File: src/rtl/fib_pkg.sv
// Shared types and default widths for the Fibonacci responder (fib_responder, fib_datapath).
// Optional saturation feature is selected with FIB_SATURATE_EN in the other files.
package fib_pkg;

    localparam int N_W_DEF      = 8;
    localparam int RESULT_W_DEF = 64;

    typedef enum logic [1:0] {
        IDLE = 2'd0,
        CALC = 2'd1,
        DONE = 2'd2
    } fib_state_e;

endpackage

File: src/rtl/fib_datapath.sv
// Iterative Fibonacci datapath: a/b accumulators, down-counter, zero flag.
// With FIB_SATURATE_EN defined it also tracks carry-out so F(n) overflow can be reported.
module fib_datapath
    import fib_pkg::*;
#(
    parameter int N_W      = N_W_DEF,
    parameter int RESULT_W = RESULT_W_DEF
) (
    input  logic                clk,
    input  logic                aresetn,
    input  logic [N_W-1:0]      n,
    input  logic                load,
    input  logic                step,
    output logic [RESULT_W-1:0] a_out,
    output logic                cnt_zero
`ifdef FIB_SATURATE_EN
    ,
    output logic                ovf_a_out
`endif
);

    logic [RESULT_W-1:0] a;
    logic [RESULT_W-1:0] b;
    logic [N_W-1:0]      cnt;

`ifdef FIB_SATURATE_EN
    logic [RESULT_W:0] sum_full;
    logic              ovf_a;
    logic              ovf_b;

    assign sum_full = {1'b0, a} + {1'b0, b};

    // ovf_b is sticky: once b has wrapped, every later b is also too large.
    always_ff @(posedge clk) begin
        if (!aresetn) begin
            a     <= '0;
            b     <= '0;
            cnt   <= '0;
            ovf_a <= 1'b0;
            ovf_b <= 1'b0;
        end else if (load) begin
            a     <= '0;
            b     <= RESULT_W'(1);
            cnt   <= n;
            ovf_a <= 1'b0;
            ovf_b <= 1'b0;
        end else if (step) begin
            a     <= b;
            b     <= sum_full[RESULT_W-1:0];
            cnt   <= cnt - N_W'(1);
            ovf_a <= ovf_b;
            ovf_b <= ovf_b | sum_full[RESULT_W];
        end
    end

    assign ovf_a_out = ovf_a;
`else
    logic [RESULT_W-1:0] sum;

    assign sum = a + b;

    always_ff @(posedge clk) begin
        if (!aresetn) begin
            a   <= '0;
            b   <= '0;
            cnt <= '0;
        end else if (load) begin
            a   <= '0;
            b   <= RESULT_W'(1);
            cnt <= n;
        end else if (step) begin
            a   <= b;
            b   <= sum;
            cnt <= cnt - N_W'(1);
        end
    end
`endif

    assign a_out    = a;
    assign cnt_zero = (cnt == '0);

endmodule

File: src/rtl/fib_responder.sv
// Responder side of the n/valid/done/result Fibonacci protocol; FSM plus output registers.
// Define FIB_SATURATE_EN to clamp overflowing results to all-ones and add the overflow port.
module fib_responder
    import fib_pkg::*;
#(
    parameter int N_W      = N_W_DEF,
    parameter int RESULT_W = RESULT_W_DEF
) (
    input  logic                clk,
    input  logic                aresetn,
    input  logic [N_W-1:0]      n,
    input  logic                valid,
    output logic                done,
    output logic [RESULT_W-1:0] result
`ifdef FIB_SATURATE_EN
    ,
    output logic                overflow
`endif
);

    // Handshake: four-phase. valid rises with n stable and stays high until done is
    // seen; done then stays high until valid falls. Dropping valid before done aborts.
    fib_state_e          state;
    fib_state_e          state_next;
    logic                done_next;
    logic [RESULT_W-1:0] result_next;
    logic                load;
    logic                step;
    logic [RESULT_W-1:0] a_val;
    logic                cnt_zero;

`ifdef FIB_SATURATE_EN
    logic ovf_a;
    logic overflow_next;
`endif

    fib_datapath #(
        .N_W      (N_W),
        .RESULT_W (RESULT_W)
    ) u_datapath (
        .clk       (clk),
        .aresetn   (aresetn),
        .n         (n),
        .load      (load),
        .step      (step),
        .a_out     (a_val),
        .cnt_zero  (cnt_zero)
`ifdef FIB_SATURATE_EN
        ,
        .ovf_a_out (ovf_a)
`endif
    );

    always_ff @(posedge clk) begin
        if (!aresetn) begin
            state    <= IDLE;
            done     <= 1'b0;
            result   <= '0;
`ifdef FIB_SATURATE_EN
            overflow <= 1'b0;
`endif
        end else begin
            state    <= state_next;
            done     <= done_next;
            result   <= result_next;
`ifdef FIB_SATURATE_EN
            overflow <= overflow_next;
`endif
        end
    end

    always_comb begin
        state_next    = state;
        done_next     = done;
        result_next   = result;
        load          = 1'b0;
        step          = 1'b0;
`ifdef FIB_SATURATE_EN
        overflow_next = overflow;
`endif
        case (state)
            IDLE: begin
                if (valid) begin
                    load       = 1'b1;
                    state_next = CALC;
                end
            end
            CALC: begin
                if (!valid) begin
                    state_next = IDLE;
                end else if (!cnt_zero) begin
                    step = 1'b1;
                end else begin
                    done_next  = 1'b1;
                    state_next = DONE;
`ifdef FIB_SATURATE_EN
                    result_next   = ovf_a ? '1 : a_val;
                    overflow_next = ovf_a;
`else
                    result_next   = a_val;
`endif
                end
            end
            DONE: begin
                // result deliberately keeps its value after the handshake closes
                if (!valid) begin
                    done_next  = 1'b0;
                    state_next = IDLE;
`ifdef FIB_SATURATE_EN
                    overflow_next = 1'b0;
`endif
                end
            end
            default: begin
                state_next = IDLE;
            end
        endcase
    end

endmodule

File: config.mk
export PLATFORM = sky130hd
export DESIGN_NAME = fib_responder
export DESIGN_NICKNAME = d
export VERILOG_FILES = /design/src/rtl/fib_pkg.sv /design/src/rtl/fib_datapath.sv /design/src/rtl/fib_responder.sv
export SDC_FILE = /design/constraint.sdc
export NUM_CORES = 1
export LEC_CHECK = 0
export CORE_ASPECT_RATIO = 0.5
export CORE_MARGIN = 4
export CORE_UTILIZATION = 42
export DETAILED_ROUTE_END_ITERATION = 16
export MAX_ROUTING_LAYER = met4
export PLACE_DENSITY_LB_ADDON = 0.1
export SLEW_MARGIN = 0
export SYNTH_ARGS = -nofsm -noshare
export SYNTH_HDL_FRONTEND = slang
export SYNTH_SLANG_ARGS = --single-unit
export TNS_END_PERCENT = 20
File: constraint.sdc
create_clock -name clk -period 2.98 [get_ports clk]
set_clock_uncertainty 0.2 [all_clocks]
set_input_delay 0.596 -clock clk [delete_from_list [all_inputs] [get_ports clk]]
set_output_delay 0.596 -clock clk [all_outputs]
set_load 0.02 [all_outputs]
==> impl_metrics.ini <==
[setup_path]
cp-start-kind = flip-flop
cp_cell_sequence = ha_4 > fa_2 > a21o_1 > a21oi_4 > nor4_4 > o21ai_1 > nand3_2 > o221ai_4 > a21oi_4 > o211ai_2 > a2111oi_2 > a311o_1
critical_path_arrival_ns = 3.21
cp_max_fo = 6
crit_type = flip-flop to flip-flop
cp.required_ns = 3.18
cp_common_cell = a21oi_4
endpoint_kind = flip-flop
max_stage_delay_ns = 0.36
crit_slowest_cell = dfxtp_4
r2r_slack_ns = -0.03

[global_route]
antenna_found_initial = 0
grtUsageTotal_pct = 22.1
grt_max_degree = 47
first_global_vias = 10600
overflow = 0
grt_pass1_wl_um = 52900

[routing]
wire_per_inst_um = 15.5
routed_wl_um = 31800
ant_nets = 0
remaining_drc_errors = 0
vias = 10900
routed_via_density = 5.33
drt_pass1_iterations = 5
drt_iter0_drc = 725

[yosys]
synth-seq-cells = 203
synth-edff-count = 0
synth_flop_cell = dfxtp_1
synth_async_sr_flop_share_pct = 0
yosys_warnings = 0
syn_area_mm2 = 0.0111
synth_compound_area_share_pct = 24.1
synthXorXnorAreaFrac_pct = 3.95
synth_simple_gate_area_share_pct = 23.5
syn_nets = 1557
yosysSeqAreaShare_pct = 36.7
syn_inst = 1480
synth_top_family_by_area = compound AO/OA/AOI/OAI gates
yosys-mux-area-fraction_pct = 0.181
synthDistinctLibCells = 69
post_synth.cell_area_avg_um2 = 7.49
synthAdderAreaFrac_pct = 7.52

[floorplanning]
io_pins = 76
die-height_um = 123
core.rowCount = 41
start_util_pct = 43.3
core_area_mm2 = 0.0256
die_area_mm2 = 0.0292
die_w_um = 238

[finish]
drive_gt1_share_pct = 19.2
area_growth_syn_to_layout_pct = 33.6
nNetsFinal = 1769
diodes = 0
stdcell_area_mm2 = 0.0148
fin_util_pct = 57.8

[timing]
whs_ns = 0.253
rsz0062_at_grt = yes
worst_slew_pin_slew_ns = 0.739
slew_headroom_pct = 50.7
slew_viol_final = 0
max_freq_ghz = 0.332
worst_slack_ns = -0.0279
setup_viol = 3
finalCritPeriodShare_pct = 101
min_period_ns = 3.01
hold_violations = 0

[clocking]
clk_latency_ns = 0.52
h-tree-depth = 1
cts.clk_slew.worst_paths_ns = 0.07
cts_sinks = 203
cts_buffer_depth = 3
cts_tree = done
root_buffer = clkbuf_16
numCtsBuffers = 21

[min_path]
hp-class = flip-flop to flip-flop

[run_status]
outcome = finished, violations left
violations = setup timing

[power]
total_power_uw = 5990
power_density_mw_per_mm2 = 405
ir_drop_v = 0.000348
cellLeakagePower_uw = 0.00577

[placed_design]
gp_congestion = 0.940
port_buffers = 75
dp.final_hpwl_um = 22800
post_dp_cell_area_mm2 = 0.0135

[run]
maxCapViolCount = 0
logic make-up after synthesis:
kind of cell             Yosys count
flip-flops                       203
AO/OA/AOI/OAI                    444
multiplexers                       2
adder cells (fa/ha/maj)           66
AND/OR/NAND/NOR                  602
XOR/XNOR                          50
buffers and inverters            113
placed cells by master (no fill, tap or decap), types with 4 or more instances in the layout:
cell type,count
o21a_1,9
nor3b_1,7
a211oi_1,14
xnor2_1,26
dfxtp_1,192
a21oi_1,226
xor2_1,23
bufinv_16,4
o21bai_1,13
nand2_1,391
clkdlybuf4s50_1,75
a31oi_1,9
buf_4,189
nand2b_1,5
a21o_1,30
nand3_1,39
ha_4,17
nand2_2,4
inv_1,27
or3_1,5
o21ai_1,7
ha_1,47
nor2_1,53
a21oi_2,12
nand4_1,14
dfxtp_2,10
buf_12,8
clkbuf_16,21
o211ai_1,10
o31ai_1,5
nor2b_1,4
a21boi_0,17
and3_1,12
nand3b_1,7
o21ai_0,46
nor3_1,23
and2_1,10
cell type report:
class                           count  area (um2)
Sequential cell                   203        4080
Fill cell                        2370       10800
Clock inverter                     11         170
Timing Repair Buffer              274        2350
Inverter                           28         105
Multi-Input combinational cell   1164        7090
Clock buffer                       26         574
Tap cell                          344         430
metal layers:
| metal | routed length, um | vias to the layer above | track usage (%) | share of wire (%) |
|---|---|---|---|---|
| li1 | - | 5572 | - | - |
| met1 | 16100 | 5148 | 30.6 | 51 |
| met2 | 14000 | 168 | 35.2 | 44 |
| met3 | 1160 | 35 | 3.10 | 3.7 |
| met4 | 508 | 0 | 3.72 | 1.6 |
| met5 | 0 | - | - | 0 |
critical path, delay by kind of cell (launching register included):
family | cells | cell delay (ns)
AO/OA/AOI/OAI | 8 | 1.61
adder cells (fa/ha/maj) | 2 | 0.51
flip-flops | 1 | 0.36
AND/OR/NAND/NOR | 2 | 0.21
cells in the mapped netlist (3+ instances only):
master | number | area [um2]
inv_1 | 28 | 105
xnor2_1 | 27 | 236
nor3b_1 | 8 | 60.1
o21bai_1 | 13 | 97.6
nor4_1 | 4 | 25.0
a21o_1 | 30 | 225
a21boi_0 | 18 | 135
nor3_1 | 23 | 115
a211oi_1 | 16 | 120
a311o_1 | 3 | 30.0
nand3b_1 | 7 | 52.6
a31oi_1 | 10 | 62.6
dfxtp_1 | 203 | 4060
ha_1 | 65 | 813
nor2_1 | 57 | 214
or3_1 | 5 | 31.3
a21oi_1 | 239 | 1200
o21a_1 | 9 | 67.6
nor2b_1 | 5 | 31.3
o31ai_1 | 7 | 52.6
buf_2 | 19 | 95.1
and2_1 | 11 | 68.8
o211ai_1 | 10 | 75.1
o21ai_0 | 52 | 260
xor2_1 | 23 | 201
nand3_1 | 40 | 200
and3_1 | 12 | 75.1
nand2b_1 | 5 | 31.3
nand2_1 | 398 | 1490
o21ai_1 | 5 | 25.0
clkbuf_1 | 63 | 236
nand4_1 | 14 | 87.6
worst paths after layout:
path	start	end	cells after the start
worst max-delay path	u_datapath.b[0]	u_datapath.b[56]	12
worst min-delay path	result[1]	result[1]	2
worst max register to register	u_datapath.b[0]	u_datapath.b[56]	12
worst min register to register	result[1]	result[1]	2
what timing repair did:
action / CTS / global route
resized for setup: 54 / 44
buffers inserted: 6 / 7
pin swaps: 21 / 35
hold buffers: 0 / 0
endpoints found under the setup margin: 31 / 31
cloned: 0 / 0
power breakdown:
part           leakage [uW]  internal, uW  switching (uW)
clock network      0.000356          1720            1190
registers           0.00164          2730            17.5
logic               0.00377           110             222
total               0.00577          4560            1430
flip-flops by register name (all words and copies together), names as in the netlist:
signal and count:
state 2, u_datapath.b 64, u_datapath.cnt 8, done 1, u_datapath.a_out 64, result 64
per-stage QoR:
step / worst slack [ns] / instances / setup TNS [ns]
after global placement: -0.314 / 2002 / -4.21
after detailed placement: -0.383 / 2002 / -5.44
after floorplan: 0.0517 / 1480 / 0
after CTS: -0.0261 / 2045 / -0.0498
final: -0.0279 / 2050 / -0.0387
after global routing: -0.165 / 2050 / -1.53
Note: power is estimated with default switching activity, not from simulation.
